### src/rtl/ctrl_pkg.sv
// Shared types for the IF/EX/WB pipeline control unit.
// Holds the RV32I opcode constants, the decode enums, the decoded control
// word struct and the ALU function map shared by R-type and I-type decode.
package ctrl_pkg;

  localparam logic [6:0] OpcR      = 7'b0110011;
  localparam logic [6:0] OpcI      = 7'b0010011;
  localparam logic [6:0] OpcLoad   = 7'b0000011;
  localparam logic [6:0] OpcStore  = 7'b0100011;
  localparam logic [6:0] OpcBranch = 7'b1100011;
  localparam logic [6:0] OpcJal    = 7'b1101111;
  localparam logic [6:0] OpcJalr   = 7'b1100111;
  localparam logic [6:0] OpcLui    = 7'b0110111;
  localparam logic [6:0] OpcAuipc  = 7'b0010111;

  typedef enum logic [3:0] {
    AluAdd  = 4'b0000,
    AluSub  = 4'b0001,
    AluSll  = 4'b0010,
    AluSlt  = 4'b0011,
    AluSltu = 4'b0100,
    AluXor  = 4'b0101,
    AluSrl  = 4'b0110,
    AluSra  = 4'b0111,
    AluOr   = 4'b1000,
    AluAnd  = 4'b1001,
    AluLui  = 4'b1010
  } aluop_t;

  // Encoded as the branch func3 so the comparator can share the field.
  typedef enum logic [2:0] {
    BrEq  = 3'b000,
    BrNe  = 3'b001,
    BrLt  = 3'b100,
    BrGe  = 3'b101,
    BrLtu = 3'b110,
    BrGeu = 3'b111
  } br_type_t;

  typedef enum logic [2:0] {
    MemB  = 3'b000,
    MemH  = 3'b001,
    MemW  = 3'b010,
    MemBu = 3'b011,
    MemHu = 3'b100
  } mem_type_t;

  typedef enum logic [2:0] {
    ImmI = 3'b000,
    ImmJ = 3'b001,
    ImmU = 3'b010,
    ImmB = 3'b011,
    ImmS = 3'b100
  } imm_type_t;

  typedef enum logic [1:0] {
    WbAlu  = 2'b00,
    WbMem  = 2'b01,
    WbPc4  = 2'b10,
    WbNone = 2'b11
  } sel_wb_t;

  typedef enum logic {
    StRun     = 1'b0,
    StMemWait = 1'b1
  } state_t;

  typedef struct packed {
    aluop_t    aluop;
    br_type_t  br_type;
    mem_type_t mem_type;
    imm_type_t imm_type;
    logic      sel_opr_a;
    logic      sel_opr_b;
    logic      is_branch;
    logic      is_jump;
    logic      rd_en;
    logic      wr_en;
    logic      rf_en;
    sel_wb_t   sel_wb;
    logic      use_rs2;   // rs2 is a real operand (R/S/B)
    logic      illegal;
  } ctrl_word_t;

  // R and I share one map; only R-type may select SUB, both may select SRA.
  function automatic aluop_t alu_map(input logic [2:0] func3, input logic alt,
                                     input logic is_r);
    aluop_t op;
    case (func3)
      3'b000:  op = (alt && is_r) ? AluSub : AluAdd;
      3'b001:  op = AluSll;
      3'b010:  op = AluSlt;
      3'b011:  op = AluSltu;
      3'b100:  op = AluXor;
      3'b101:  op = alt ? AluSra : AluSrl;
      3'b110:  op = AluOr;
      default: op = AluAnd;
    endcase
    return op;
  endfunction

endpackage

### src/rtl/instr_decode.sv
// Combinational RV32I decoder for the EX-stage instruction.
// Ports:
//   instr     in   32-bit instruction from the IF/EX register
//   instr_vld in   instruction is real; 0 yields an all-zero control word
//   cw        out  decoded control word
// Undecodable instructions produce a bubble with only the illegal bit set.
module instr_decode
  import ctrl_pkg::*;
(
  input  logic [31:0] instr,
  input  logic        instr_vld,
  output ctrl_word_t  cw
);

  logic [6:0] opcode;
  logic [2:0] func3;
  logic       alt;
  logic       bad;
  logic       unused_bits;

  assign opcode      = instr[6:0];
  assign func3       = instr[14:12];
  assign alt         = instr[30];
  assign unused_bits = ^{instr[31], instr[29:15], instr[11:7]};

  always_comb begin
    cw  = '0;
    bad = 1'b0;
    if (instr_vld) begin
      case (opcode)
        OpcR: begin
          cw.aluop   = alu_map(func3, alt, 1'b1);
          cw.rf_en   = 1'b1;
          cw.sel_wb  = WbAlu;
          cw.use_rs2 = 1'b1;
        end
        OpcI: begin
          cw.aluop     = alu_map(func3, alt, 1'b0);
          cw.sel_opr_b = 1'b1;
          cw.imm_type  = ImmI;
          cw.rf_en     = 1'b1;
          cw.sel_wb    = WbAlu;
        end
        OpcLoad: begin
          cw.aluop     = AluAdd;
          cw.sel_opr_b = 1'b1;
          cw.imm_type  = ImmI;
          cw.rd_en     = 1'b1;
          cw.rf_en     = 1'b1;
          cw.sel_wb    = WbMem;
          case (func3)
            3'b000:  cw.mem_type = MemB;
            3'b001:  cw.mem_type = MemH;
            3'b010:  cw.mem_type = MemW;
            3'b100:  cw.mem_type = MemBu;
            3'b101:  cw.mem_type = MemHu;
            default: bad = 1'b1;
          endcase
        end
        OpcStore: begin
          cw.aluop     = AluAdd;
          cw.sel_opr_b = 1'b1;
          cw.imm_type  = ImmS;
          cw.wr_en     = 1'b1;
          cw.sel_wb    = WbNone;
          cw.use_rs2   = 1'b1;
          case (func3)
            3'b000:  cw.mem_type = MemB;
            3'b001:  cw.mem_type = MemH;
            3'b010:  cw.mem_type = MemW;
            default: bad = 1'b1;
          endcase
        end
        OpcBranch: begin
          // ALU computes the target PC + imm; rs1/rs2 go to the comparator.
          cw.aluop     = AluAdd;
          cw.sel_opr_a = 1'b1;
          cw.sel_opr_b = 1'b1;
          cw.imm_type  = ImmB;
          cw.is_branch = 1'b1;
          cw.sel_wb    = WbNone;
          cw.use_rs2   = 1'b1;
          if (func3 == 3'b010 || func3 == 3'b011) begin
            bad = 1'b1;
          end else begin
            cw.br_type = br_type_t'(func3);
          end
        end
        OpcJal: begin
          cw.aluop     = AluAdd;
          cw.sel_opr_a = 1'b1;
          cw.sel_opr_b = 1'b1;
          cw.imm_type  = ImmJ;
          cw.is_jump   = 1'b1;
          cw.rf_en     = 1'b1;
          cw.sel_wb    = WbPc4;
        end
        OpcJalr: begin
          cw.aluop     = AluAdd;
          cw.sel_opr_b = 1'b1;
          cw.imm_type  = ImmI;
          cw.is_jump   = 1'b1;
          cw.rf_en     = 1'b1;
          cw.sel_wb    = WbPc4;
        end
        OpcLui: begin
          cw.aluop     = AluLui;
          cw.sel_opr_b = 1'b1;
          cw.imm_type  = ImmU;
          cw.rf_en     = 1'b1;
          cw.sel_wb    = WbAlu;
        end
        OpcAuipc: begin
          cw.aluop     = AluAdd;
          cw.sel_opr_a = 1'b1;
          cw.sel_opr_b = 1'b1;
          cw.imm_type  = ImmU;
          cw.rf_en     = 1'b1;
          cw.sel_wb    = WbAlu;
        end
        default: bad = 1'b1;
      endcase
      if (bad) begin
        cw         = '0;
        cw.illegal = 1'b1;
      end
    end
  end

endmodule

### src/rtl/pipe_ctrl_unit.sv
// Stall- and flush-aware control unit for the 3-stage IF/EX/WB RV32I core.
// Ports:
//   clk, rst              clock, synchronous active-high reset
//   instr, instr_vld      IF/EX instruction and its valid bit
//   br_taken              branch comparator result for the EX instruction
//   dmem_ready            data memory finished the current access
//   aluop..sel_opr_b      combinational decode of the EX instruction
//   sel_pc, flush         PC redirect and IF/EX squash
//   rd_en, wr_en, stall   data-memory requests and pipeline hold
//   fwd_a, fwd_b          WB->EX forwarding selects
//   rf_en_wb, sel_wb_wb,  registered WB control word
//   rd_wb
//   illegal, bus_err      sticky error flags
module pipe_ctrl_unit
  import ctrl_pkg::*;
#(
  parameter int unsigned RF_AW   = 5,
  parameter int unsigned EN_FWD  = 1,
  parameter int unsigned MEM_TMO = 15
) (
  input  logic             clk,
  input  logic             rst,
  input  logic [31:0]      instr,
  input  logic             instr_vld,
  input  logic             br_taken,
  input  logic             dmem_ready,
  output logic [3:0]       aluop,
  output logic [2:0]       br_type,
  output logic [2:0]       mem_type,
  output logic [2:0]       imm_type,
  output logic             sel_opr_a,
  output logic             sel_opr_b,
  output logic             sel_pc,
  output logic             rd_en,
  output logic             wr_en,
  output logic             stall,
  output logic             flush,
  output logic             fwd_a,
  output logic             fwd_b,
  output logic             rf_en_wb,
  output logic [1:0]       sel_wb_wb,
  output logic [RF_AW-1:0] rd_wb,
  output logic             illegal,
  output logic             bus_err
);

  // Last wait cycle in which dmem_ready is still accepted.
  localparam logic [7:0] TmoLast = 8'(MEM_TMO - 1);

  ctrl_word_t       cw;
  state_t           state_q, state_d;
  logic [7:0]       cnt_q, cnt_d;
  logic             bus_err_q, bus_err_d;
  logic             illegal_q;
  logic             rf_en_q;
  sel_wb_t          sel_wb_q;
  logic [RF_AW-1:0] rd_q;
  logic             req_ok;
  logic             wb_bubble;
  logic [RF_AW-1:0] rd, rs1, rs2;

  assign rd  = instr[7 +: RF_AW];
  assign rs1 = instr[15 +: RF_AW];
  assign rs2 = instr[20 +: RF_AW];

  instr_decode u_decode (
    .instr     (instr),
    .instr_vld (instr_vld),
    .cw        (cw)
  );

  assign aluop     = cw.aluop;
  assign br_type   = cw.br_type;
  assign mem_type  = cw.mem_type;
  assign imm_type  = cw.imm_type;
  assign sel_opr_a = cw.sel_opr_a;
  assign sel_opr_b = cw.sel_opr_b;

  always_comb begin
    state_d   = state_q;
    cnt_d     = cnt_q;
    bus_err_d = bus_err_q;
    stall     = 1'b0;
    req_ok    = 1'b0;
    wb_bubble = 1'b0;
    case (state_q)
      StRun: begin
        if (cw.rd_en || cw.wr_en) begin
          req_ok = 1'b1;
          if (!dmem_ready) begin
            stall   = 1'b1;
            state_d = StMemWait;
            cnt_d   = 8'd0;
          end
        end
      end
      StMemWait: begin
        // IF/EX is frozen, so cw still describes the outstanding access.
        req_ok = 1'b1;
        cnt_d  = cnt_q + 8'd1;
        if (dmem_ready) begin
          state_d = StRun;
        end else if (cnt_q == TmoLast) begin
          // Abandon the access: release the pipeline and write nothing back.
          bus_err_d = 1'b1;
          wb_bubble = 1'b1;
          state_d   = StRun;
          cnt_d     = 8'd0;
        end else begin
          stall = 1'b1;
        end
      end
      default: state_d = StRun;
    endcase
    // Reset kills any outstanding request in the same cycle it is asserted.
    if (rst) begin
      stall  = 1'b0;
      req_ok = 1'b0;
    end
  end

  assign rd_en  = req_ok & cw.rd_en;
  assign wr_en  = req_ok & cw.wr_en;
  assign sel_pc = ~rst & (cw.is_jump | (cw.is_branch & br_taken));
  assign flush  = sel_pc & (state_q == StRun) & ~stall;

  always_ff @(posedge clk) begin
    if (rst) begin
      state_q   <= StRun;
      cnt_q     <= 8'd0;
      bus_err_q <= 1'b0;
      illegal_q <= 1'b0;
      rf_en_q   <= 1'b0;
      sel_wb_q  <= WbAlu;
      rd_q      <= '0;
    end else begin
      state_q   <= state_d;
      cnt_q     <= cnt_d;
      bus_err_q <= bus_err_d;
      illegal_q <= illegal_q | cw.illegal;
      if (stall || wb_bubble) begin
        rf_en_q  <= 1'b0;
        sel_wb_q <= WbAlu;
        rd_q     <= '0;
      end else begin
        rf_en_q  <= cw.rf_en & (rd != '0);
        sel_wb_q <= cw.sel_wb;
        rd_q     <= rd;
      end
    end
  end

  assign rf_en_wb  = rf_en_q;
  assign sel_wb_wb = sel_wb_q;
  assign rd_wb     = rd_q;
  assign illegal   = illegal_q;
  assign bus_err   = bus_err_q;

  assign fwd_a = (EN_FWD != 0) & rf_en_q & (rd_q == rs1) & ~cw.sel_opr_a;
  assign fwd_b = (EN_FWD != 0) & rf_en_q & (rd_q == rs2) & cw.use_rs2;

endmodule

### config.mk
export PLATFORM = sky130hd
export DESIGN_NAME = pipe_ctrl_unit
export DESIGN_NICKNAME = d
export VERILOG_FILES = /design/src/rtl/ctrl_pkg.sv /design/src/rtl/instr_decode.sv /design/src/rtl/pipe_ctrl_unit.sv
export SDC_FILE = /design/constraint.sdc
export NUM_CORES = 1
export LEC_CHECK = 0
export BUFFER_PORTS_ARGS = -buffer_cell sky130_fd_sc_hd__buf_2
export CORE_UTILIZATION = 25
export DETAILED_ROUTE_END_ITERATION = 8
export MAX_ROUTING_LAYER = met4
export PLACE_DENSITY_LB_ADDON = 0.1
export SYNTH_ARGS = -nofsm -noshare
export SYNTH_HDL_FRONTEND = slang
export SYNTH_SLANG_ARGS = --single-unit
### constraint.sdc
create_clock -name clk -period 5.9 [get_ports clk]
set_clock_uncertainty 0.2 [all_clocks]
set_input_delay 0.295 -clock clk [delete_from_list [all_inputs] [get_ports clk]]
set_output_delay 0.295 -clock clk [all_outputs]
set_load 0.01 [all_outputs]
==> reports/metrics.yaml <==
floorplanning:
  die_height_um: 77.04
  die_area_um2: 5934
  ios: 69
  core_um2: 5270
  die_w_um: 77.04
  initial_core_util: 0.2671
  row_count: 26
global_routing:
  grtUsageTotal: 0.1442
  grt_overflow_total: 0
  antenna_found_initial: 0
  grt_pass1_wl_um: 6837
  grt_use_met3: 0.02024
  grt_max_degree: 15
  first_global_vias: 1417
  use_met1: 0.2016
  grt_use_met2: 0.2098
  busiest_layer: "met2"
route:
  drt_wl_total_um: 4062
  viasPerCell: 4.834
  drc_errors: 0
  drt_iter0_drc: 110
  dr.pass1.iters: 4
  wire_per_inst_um: 12.98
  dr_total_vias: 1513
  antenna_left: 0
critical_path:
  crit_type: "input port to output pin"
  timing.critical_path.mode_cell: "buf_2"
  critPathBufInv: 2
  critPathCaptureType: "output pin"
  crit_chain: "buf_2 -> and2b_1 -> a21boi_0 -> o21bai_2 -> nand3_2 -> nor4_1 -> buf_2"
  cp_max_fo: 14
  critical_path.top_delay_family: "simple AND/OR/NAND/NOR gates"
  slowest_stage: "nor4_1"
  start_kind: "input port"
  crit_required_ns: 5.41
  cpPeakStageDelay_ns: 0.38
  arrival_ns: 2.03
synthesis:
  seq_area_frac_synth: 0.2702
  syn_nets: 222
  ys_warn_count: 0
  syn_area_um2: 1408
  synth_edf_count: 0
  synth-seq-cells: 19
  synth.distinct_cells: 47
  async_flop_share: 0
  syn-instance-count: 183
  ys.flop_type: "dfxtp_1"
  avgSynthCellArea_um2: 7.692
timing:
  hold_viol: 0
  period_share: 0.4273
  setup_tns_ns: 0
  tightest_slew_ns: 0.5615
  rsz0062_at_grt: "no"
  timing.final.max_slew_violations: 0
  finalSetupViolCount: 0
  max_freq_mhz: 396.7
  relSlewSlack: 0.6257
  period_minus_slack_ns: 2.521
  holdWs_ns: 0.08532
cells_and_area:
  finalNetCount: 283
  drive_gt1_frac: 0.3086
  diodes: 0
  area_delta_synth_final_pct: 29.24
  nFillCells: 589
  stdcell_area_um2: 1819
cts:
  post_cts_buffers: 0
  path_clk_slew_ns: 0.07
  h-tree-depth: 1
  cts.path.max_buffers: 2
  cts_root_buf: "clkbuf_8"
  tritoncts: "done"
  cts-buffers-inserted: 3
  cts.repair.resized: 0
  cts_sinks: 19
  clk_latency_ns: 0.26
  postCtsHoldBufs: 0
run:
  cap_violations: 0
hold_path:
  min_path_type: "input port to register"
pwr:
  p_per_area_nw_per_um2: 152.3
  peakVddDrop_mv: 0.07024
  power_mw: 0.2771
  power_leakage_nw: 0.7835
outcome:
  status: "finished clean"
placed_design:
  placed_area_um2: 1773
  portBuffers: 62
  place.gp.congestion: 0.8160
  hpwl_um: 3255
## cells in the mapped netlist (2+ instances only)
| master | n | share of area |
|---|---|---|
| xnor2_1 | 6 | 0.037 |
| inv_1 | 7 | 0.019 |
| nor3_1 | 12 | 0.043 |
| nor2_1 | 18 | 0.048 |
| o22ai_1 | 2 | 0.0089 |
| clkbuf_1 | 3 | 0.0080 |
| o21ai_1 | 11 | 0.039 |
| nor4bb_1 | 2 | 0.014 |
| o31ai_1 | 3 | 0.016 |
| nand3_1 | 8 | 0.028 |
| nor2b_1 | 6 | 0.027 |
| o2111ai_1 | 4 | 0.025 |
| xor2_1 | 5 | 0.031 |
| o21ai_0 | 3 | 0.011 |
| and2_1 | 2 | 0.0089 |
| dfxtp_1 | 19 | 0.27 |
| nor4_1 | 4 | 0.018 |
| ha_1 | 2 | 0.018 |
| a21oi_1 | 12 | 0.043 |
| and3_1 | 6 | 0.027 |
| mux2i_1 | 2 | 0.014 |
| buf_2 | 2 | 0.0071 |
| nand2_1 | 16 | 0.043 |
| nand2b_1 | 5 | 0.022 |
## cell type report
class | count | area (um^2) | share of cell area
clock buffers | 3 | 41.29 | 0.02270
multi-input cells | 150 | 960.9 | 0.5282
clock inverters | 1 | 5.005 | 0.002751
repair buffers | 63 | 317.8 | 0.1747
flip-flops and latches | 19 | 380.4 | 0.2091
well taps | 70 | 87.58 | 0.04814
inverters | 7 | 26.28 | 0.01444
## through the flow
stage	instances	setup WS [ns]	utilization
2_1_floorplan	183	3.805	-
3_3_place_gp	309	3.375	0.3364
3_5_place_dp	309	3.380	0.3364
4_1_cts	313	3.375	0.3452
5_1_grt	313	3.245	0.3452
6_report	313	3.379	0.3452
## final timing paths
kind | startpoint | endpoint | slack, ns | cells past startpoint
max | instr[4] | aluop[0] | 3.38 | 7
min | instr[10] | rd_wb[3] | 0.09 | 2
max reg2reg | cnt_q[4] | cnt_q[3] | 3.79 | 5
min reg2reg | bus_err | bus_err | 0.28 | 2
## where the power goes
group	internal, mW	leakage [nW]	switching (mW)
sequential	0.131	0.155	0.00238
combinational	0.0228	0.603	0.0291
clock	0.0470	0.0255	0.0450
## routing by layer
metal / routed length [um] / part of all wire / vias to the layer above
met4: 61 / 0.015 / 0
met5: 0 / 0 / -
met3: 192 / 0.047 / 6
li1: - / - / 792
met1: 2091 / 0.51 / 676
met2: 1716 / 0.42 / 39
## kinds of logic (layout without fill, tap and decap cells)
kind of cell / Yosys count / in the layout / synth area share
simple gates: 91 / 91 / 0.3716
flops: 19 / 19 / 0.2702
buf+inv: 14 / 74 / 0.04712
fa+ha+maj: 2 / 2 / 0.01777
compound gates: 44 / 44 / 0.2107
mux: 2 / 2 / 0.01422
xor+xnor: 11 / 11 / 0.06844
## state kept, by name, indices dropped and copies added, names as in the netlist
signal,cells
cnt_q,8
rd_wb,5
sel_wb_wb,2
bus_err,1
illegal,1
rf_en_wb,1
state_q,1
## placed cells by master, fill, tap and decap left out, types with 3 or more instances in the layout
cell        n
o21ai_1    11
xor2_1      5
nand3_1     8
nor4_1      4
inv_1       7
xnor2_1     6
nor2_1     18
o31ai_1     3
nand2b_1    5
dfxtp_1    19
and3_1      6
buf_2      62
clkbuf_8    3
nor3_1     12
nor2b_1     6
a21oi_1    12
nand2_1    16
o2111ai_1   4
o21ai_0     3
## worst register-to-register path, cell delays in order (launching register included)
cell and delay, ns:
dfxtp_1 0.36, or4_4 0.57, o31ai_4 0.53, nor2b_1 0.10
o21ai_1 0.14, o31ai_1 0.08
No activity file was read; power rests on OpenSTA's default activity.
